--- config.mk ---
export PLATFORM = sky130hd
export DESIGN_NAME = xs3_bcd_seq_converter_flat
export DESIGN_NICKNAME = d
export VERILOG_FILES = /design/src/rtl/xs3_bcd_seq_converter_if.sv /design/src/rtl/xs3_bcd_seq_converter.sv /design/src/flat_wrapper.sv
export SDC_FILE = /design/constraint.sdc
export NUM_CORES = 1
export LEC_CHECK = 0
export ABC_AREA = 1
export BUFFER_PORTS_ARGS = -buffer_cell sky130_fd_sc_hd__buf_4
export CAP_MARGIN = 10
export CELL_PAD_IN_SITES_DETAIL_PLACEMENT = 1
export CELL_PAD_IN_SITES_GLOBAL_PLACEMENT = 1
export CORE_MARGIN = 1
export CORE_UTILIZATION = 42
export CTS_CLUSTER_SIZE = 10
export DETAILED_ROUTE_END_ITERATION = 6
export GPL_TIMING_DRIVEN = 0
export PLACE_DENSITY_LB_ADDON = 0.12
export SKIP_CTS_REPAIR_TIMING = 1
export SLEW_MARGIN = 5
export SYNTH_ARGS = -nofsm -noshare
export SYNTH_HDL_FRONTEND = slang
export SYNTH_SLANG_ARGS = --single-unit
--- constraint.sdc ---
create_clock -name clk -period 3.4 [get_ports clk]
set_clock_uncertainty 0.2 [all_clocks]
set_input_delay 0.17 -clock clk [delete_from_list [all_inputs] [get_ports clk]]
set_output_delay 0.17 -clock clk [all_outputs]
set_load 0.01 [all_outputs]
--- src/rtl/xs3_bcd_seq_converter_if.sv ---
// Handshake bundle for the excess-3 / BCD sequential converter.
// The converter uses the slave side; the producer/consumer uses the master side.
interface xs3_bcd_seq_converter_if #(
   parameter int DIGITS = 4
);
   logic                  in_valid;
   logic                  in_ready;
   logic                  in_mode;
   logic [4*DIGITS-1:0]   in_data;
   logic                  out_valid;
   logic                  out_ready;
   logic [4*DIGITS-1:0]   out_data;
   logic [DIGITS-1:0]     out_err_mask;
   logic                  out_err;

   modport slave (
      input  in_valid, in_mode, in_data, out_ready,
      output in_ready, out_valid, out_data, out_err_mask, out_err
   );

   modport master (
      output in_valid, in_mode, in_data, out_ready,
      input  in_ready, out_valid, out_data, out_err_mask, out_err
   );
endinterface

--- src/rtl/xs3_bcd_seq_converter.sv ---
// Digit-serial excess-3 <-> BCD converter: one digit per clock, LSB digit first,
// with a per-digit illegal-code mask and a held result until downstream accepts it.
module xs3_bcd_seq_converter #(
   parameter int DIGITS = 4
) (
   input  logic                      clk,
   input  logic                      rst_n,
   xs3_bcd_seq_converter_if.slave    bus
);
   localparam int IDXW = (DIGITS > 1) ? $clog2(DIGITS) : 1;
   localparam logic [IDXW-1:0] LAST_IDX = IDXW'(DIGITS - 1);

   typedef enum logic [1:0] {
      IDLE = 2'd0,
      CONV = 2'd1,
      DONE = 2'd2
   } state_t;

   state_t                r_state;
   logic [IDXW-1:0]       r_idx;
   logic [4*DIGITS-1:0]   r_inData;
   logic [4*DIGITS-1:0]   r_outData;
   logic [DIGITS-1:0]     r_errMask;
   logic                  r_mode;

   logic [3:0]            w_digit;
   logic [3:0]            w_conv;
   logic                  w_illegal;

   // Mode 1 expects BCD (0..9), mode 0 expects excess-3 (3..12); bad codes become F.
   always_comb begin
      w_digit   = r_inData[4*r_idx +: 4];
      w_conv    = 4'h0;
      w_illegal = 1'b0;
      if (r_mode) begin
         w_illegal = (w_digit > 4'd9);
         w_conv    = w_digit + 4'd3;
      end else begin
         w_illegal = (w_digit < 4'd3) || (w_digit > 4'd12);
         w_conv    = w_digit - 4'd3;
      end
      if (w_illegal) begin
         w_conv = 4'hF;
      end
   end

   always_ff @(posedge clk) begin
      if (!rst_n) begin
         r_state   <= IDLE;
         r_idx     <= '0;
         r_inData  <= '0;
         r_outData <= '0;
         r_errMask <= '0;
         r_mode    <= 1'b0;
      end else begin
         case (r_state)
            IDLE: begin
               if (bus.in_valid) begin
                  r_inData  <= bus.in_data;
                  r_mode    <= bus.in_mode;
                  r_errMask <= '0;
                  r_idx     <= '0;
                  r_state   <= CONV;
               end
            end
            CONV: begin
               r_outData[4*r_idx +: 4] <= w_conv;
               r_errMask[r_idx]        <= w_illegal;
               if (r_idx == LAST_IDX) begin
                  r_state <= DONE;
               end else begin
                  r_idx <= r_idx + 1'b1;
               end
            end
            DONE: begin
               if (bus.out_ready) begin
                  r_state <= IDLE;
               end
            end
            default: begin
               r_state <= IDLE;
            end
         endcase
      end
   end

   // Ready is gated by rst_n so no word can be taken while reset is held.
   assign bus.in_ready     = (r_state == IDLE) && rst_n;
   assign bus.out_valid    = (r_state == DONE);
   assign bus.out_data     = r_outData;
   assign bus.out_err_mask = r_errMask;
   assign bus.out_err      = |r_errMask;
endmodule
--- src/flat_wrapper.sv ---
// flat-port wrapper written by rule: the top's interface ports become plain ports
module xs3_bcd_seq_converter_flat 
#(
   parameter int DIGITS = 4
)
  (clk, rst_n, bus_in_valid, bus_in_mode, bus_in_data, bus_out_ready, bus_in_ready, bus_out_valid, bus_out_data, bus_out_err_mask, bus_out_err);
  xs3_bcd_seq_converter_if #(.DIGITS(DIGITS)) bus_i ();
  input  logic clk;
  input  logic rst_n;
  input wire logic [$bits(bus_i.in_valid)-1:0] bus_in_valid;
  input wire logic [$bits(bus_i.in_mode)-1:0] bus_in_mode;
  input wire logic [$bits(bus_i.in_data)-1:0] bus_in_data;
  input wire logic [$bits(bus_i.out_ready)-1:0] bus_out_ready;
  output wire logic [$bits(bus_i.in_ready)-1:0] bus_in_ready;
  output wire logic [$bits(bus_i.out_valid)-1:0] bus_out_valid;
  output wire logic [$bits(bus_i.out_data)-1:0] bus_out_data;
  output wire logic [$bits(bus_i.out_err_mask)-1:0] bus_out_err_mask;
  output wire logic [$bits(bus_i.out_err)-1:0] bus_out_err;
  assign bus_i.in_valid = bus_in_valid;
  assign bus_i.in_mode = bus_in_mode;
  assign bus_i.in_data = bus_in_data;
  assign bus_i.out_ready = bus_out_ready;
  assign bus_in_ready = bus_i.in_ready;
  assign bus_out_valid = bus_i.out_valid;
  assign bus_out_data = bus_i.out_data;
  assign bus_out_err_mask = bus_i.out_err_mask;
  assign bus_out_err = bus_i.out_err;
  xs3_bcd_seq_converter #(.DIGITS(DIGITS)) u_core (.clk(clk), .rst_n(rst_n), .bus(bus_i));
endmodule
==> results by group <==
Run status
  – Status: finished, violations left
  – Failing checks: negative hold slack

Final layout
  – Layout area overhead: 32.04%
  – Share of cells above drive strength 1: 0.2325
  – Area of the multi-input gates: 1121 um^2
  – Post-route insts no fill: 424
  – ANT cells: 0
  – Commonest non-fill, non-tap cell in the layout: nand2_1
  – Fillers: 632
  – Core Util, Final: 0.5844
  – Most frequent cells in the layout: nand2_1, buf_4, nor2_1, dfxtp_1, a21oi_1
  – Final nets: 388
  – FF+latch area: 820.8 um^2

Global routing
  – Total global routing track utilization: 0.2235
  – Initial antenna violation count: 0
  – Number of global-route vias before repair: 1932
  – Largest net degree at the start of global routing: 14
  – First-pass GRT wire length: 8.970 mm
  – Global route overflow: 0

Clocking
  – CTS Buf Count: 5
  – CTS tree: done
  – Master cell of the clock root buffer: clkbuf_8
  – CTS sink cnt: 41
  – Worst skew pair latency: 0.30 ns
  – Clock-pin transition on the worst setup and hold timing paths: 0.08 ns
  – CTS max path bufs: 2
  – CTS HTree Levels: 2

Worst setup path
  – R2r endpoint: u_core.bus.out_data[14]$_SDFFE_PN0P_
  – Worst path cell trace: buf_6, inv_6, buf_12, nand2_4, nand2_2, nand2_2, nand2_2, ha_1, o21ai_0, xor2_1, nand2_2, nand2_1, nor2_2, nand2_1, a21oi_1
  – CP max stage delay: 0.48 ns
  – Crit-path slowest cell: dfxtp_1
  – Worst r2r src: u_core.r_idx[0]$_SDFFE_PN0P_
  – Startpoint type of the worst setup path: flip-flop
  – Setup crit end kind: flip-flop
  – CP delay by family, top: simple AND/OR/NAND/NOR gates
  – R2r worst-path depth: 15
  – Buf/Inv on CP: 3
  – Crit Path Category: reg2reg
  – Crit path max fanout: 13
  – CP required: 3.37 ns
  – CP dominant cell by count: nand2_2
  – FF-to-FF setup slack: 0.91 ns
  – CP Depth: 15
  – CP arrival: 2.46 ns

Min path
  – Worst Hold Launch: bus_in_data[5]
  – Hold EP: u_core.r_inData[5]$_SDFFE_PN0P_
  – WHS Path Cells: 3
  – Hold crit path type: in2reg

Detailed routing
  – Pre-Repair DR Iteration Count: 4
  – Vias/cell: 4.993
  – DR iter-0 viols: 100
  – Drt total wl: 5.884 mm
  – Post-DRT Antenna Nets: 0
  – WL per Instance: 13.88 um
  – Via count: 2117
  – DR DRC count: 0

Logic synthesis
  – Syn avg cell area: 7.352 um^2
  – Unique masters post-synth: 30
  – Syn nets: 322
  – Synthesized area: 2132 um^2
  – Gate count after technology mapping: 290
  – Synthesis Warnings: 0
  – Seq/Total Area, Yosys: 0.3850
  – #FFs+latches synth: 41

Power
  – Sequential Power Share: 0.428
  – Net Switching: 0.3655 mW
  – PnR Total Power: 1.228 mW
  – Static Leak: 1.246 nW
  – Cell internal pwr: 0.8629 mW
  – VDD IR max: 0.2377 mV
  – Comb pwr share: 0.234
  – PD cells: 436.4 nW/um^2
  – Clk network pwr share: 0.338
  – Sw Ratio: 0.2976

STA
  – Final min period: 2.492 ns
  – Slew @ Worst Pin: 0.5256 ns
  – Rel. slew slack: 0.6496
  – Maximum achievable frequency: 0.4012 GHz
  – Final Hold Fails: 2
  – TNS Setup: 0 ns
  – Final setup viols: 0
  – Hold Slack: -0.06195 ns
  – RSZ-0062 raised after global routing: no
  – Final period util: 0.7331
  – Max-slew violations: 0

Die
  – Row cnt: 25
  – Die Y: 73.25 um
  – Initial Util: 0.4426
  – Ports: 44
  – Die X: 73.25 um
  – CORE AREA: 4817 um^2
  – Die outline area: 5366 um^2

Placement
  – Port Buffer Count: 43
  – HPWL after DPL: 4.027 mm
  – Dpl cells: 400
  – Routability cong.: 0.8243

Job
  – Max_cap viols: 0
## through the flow
stage / hold WS (ns) / area [um^2] / setup WS [ns]
after floorplan: 0.1365 / 2132 / 1.292
after global placement: 0.2194 / 2539 / 0.9890
after detailed placement: 0.2307 / 2539 / 0.9412
after CTS: -0.08474 / 2655 / 0.9132
after global routing: 0.001565 / 2815 / 0.6810
final: -0.06195 / 2815 / 0.9076
## how the worst max path moves through the flow
stage / start / end / slack [ns]
after floorplan: u_core.r_idx[0]$_SDFFE_PN0P_ / u_core.bus.out_data[14]$_SDFFE_PN0P_ / 1.29
after global placement: u_core.r_idx[0]$_SDFFE_PN0P_ / u_core.bus.out_data[14]$_SDFFE_PN0P_ / 0.99
after detailed placement: u_core.r_idx[0]$_SDFFE_PN0P_ / u_core.bus.out_data[14]$_SDFFE_PN0P_ / 0.94
after CTS: u_core.r_idx[0]$_SDFFE_PN0P_ / u_core.bus.out_data[13]$_SDFFE_PN0P_ / 0.91
after global routing: u_core.r_idx[0]$_SDFFE_PN0P_ / u_core.bus.out_data[4]$_SDFFE_PN0P_ / 0.68
final: u_core.r_idx[0]$_SDFFE_PN0P_ / u_core.bus.out_data[14]$_SDFFE_PN0P_ / 0.91
## per-layer routing
metal  share of wire  global-route usage  vias up
met3           0.033             0.04115        8
li1                -                   -     1074
met4           0.013             0.07843        0
met5               0                   0        -
met2            0.48              0.3796       41
met1            0.47              0.2831      994
## power by group through the flow
stage          logic (mW)  clock network (mW)  registers, mW
3_3_place_gp        0.262                   0          0.536
5_1_grt             0.318               0.438          0.529
6_report            0.287               0.415          0.526
3_5_place_dp        0.269                   0          0.537
4_1_cts             0.272               0.422          0.526
2_1_floorplan       0.186                   0          0.536
## logic make-up after synthesis
family | synth area share
buf+inv | 0.08921
flops | 0.3850
xor+xnor | 0.008217
fa+ha+maj | 0.06455
simple gates | 0.3245
compound gates | 0.1285
## Yosys cell counts
| library cell | n | area share |
|---|---|---|
| clkbuf_1 | 5 | 0.0088 |
| nor3_1 | 2 | 0.0047 |
| nand2_1 | 68 | 0.12 |
| inv_6 | 1 | 0.0041 |
| a311oi_1 | 2 | 0.0082 |
| o21ai_0 | 20 | 0.047 |
| xnor2_1 | 1 | 0.0041 |
| ha_1 | 11 | 0.065 |
| nor2_2 | 3 | 0.0088 |
| clkbuf_8 | 2 | 0.013 |
| a31oi_1 | 2 | 0.0059 |
| a22oi_1 | 3 | 0.011 |
| nor2_1 | 41 | 0.072 |
| inv_4 | 1 | 0.0029 |
| buf_4 | 1 | 0.0035 |
| nand3_1 | 16 | 0.038 |
| buf_1 | 1 | 0.0018 |
| nor4_2 | 1 | 0.0059 |
| o22ai_1 | 1 | 0.0029 |
| a21oi_1 | 22 | 0.052 |
| nand2_4 | 4 | 0.021 |
| xor2_1 | 1 | 0.0041 |
| nand2_2 | 15 | 0.044 |
| buf_6 | 3 | 0.016 |
| dfxtp_1 | 41 | 0.38 |
| buf_12 | 1 | 0.0094 |
| nand4_1 | 2 | 0.0059 |
| o21ai_1 | 1 | 0.0023 |
| nand3_2 | 1 | 0.0047 |
| inv_1 | 17 | 0.030 |
## worst min-delay path, delay by kind of cell
kind                   cells  cell delay [ns]
AO/OA/AOI/OAI              1             0.07
AND/OR/NAND/NOR            1             0.08
buffers and inverters      1             0.08
## layout make-up
type / count / share of cell area
plain buffers: 13 / 0.03956
clock buffers: 7 / 0.03067
clock inverters: 1 / 0.01067
inverters: 19 / 0.02800
multi-input cells: 217 / 0.3982
flip-flops and latches: 41 / 0.2916
well taps: 67 / 0.02978
repair buffers: 59 / 0.1716
## registers in the layout, summed over array words and instances (netlist names)
name / cells
u_core.bus.out_data: 16
u_core.r_inData: 16
u_core.bus.out_err_mask: 4
u_core.r_state: 2
u_core.r_mode: 1
u_core.r_idx: 2
Note: power is estimated with default switching activity, not from simulation.
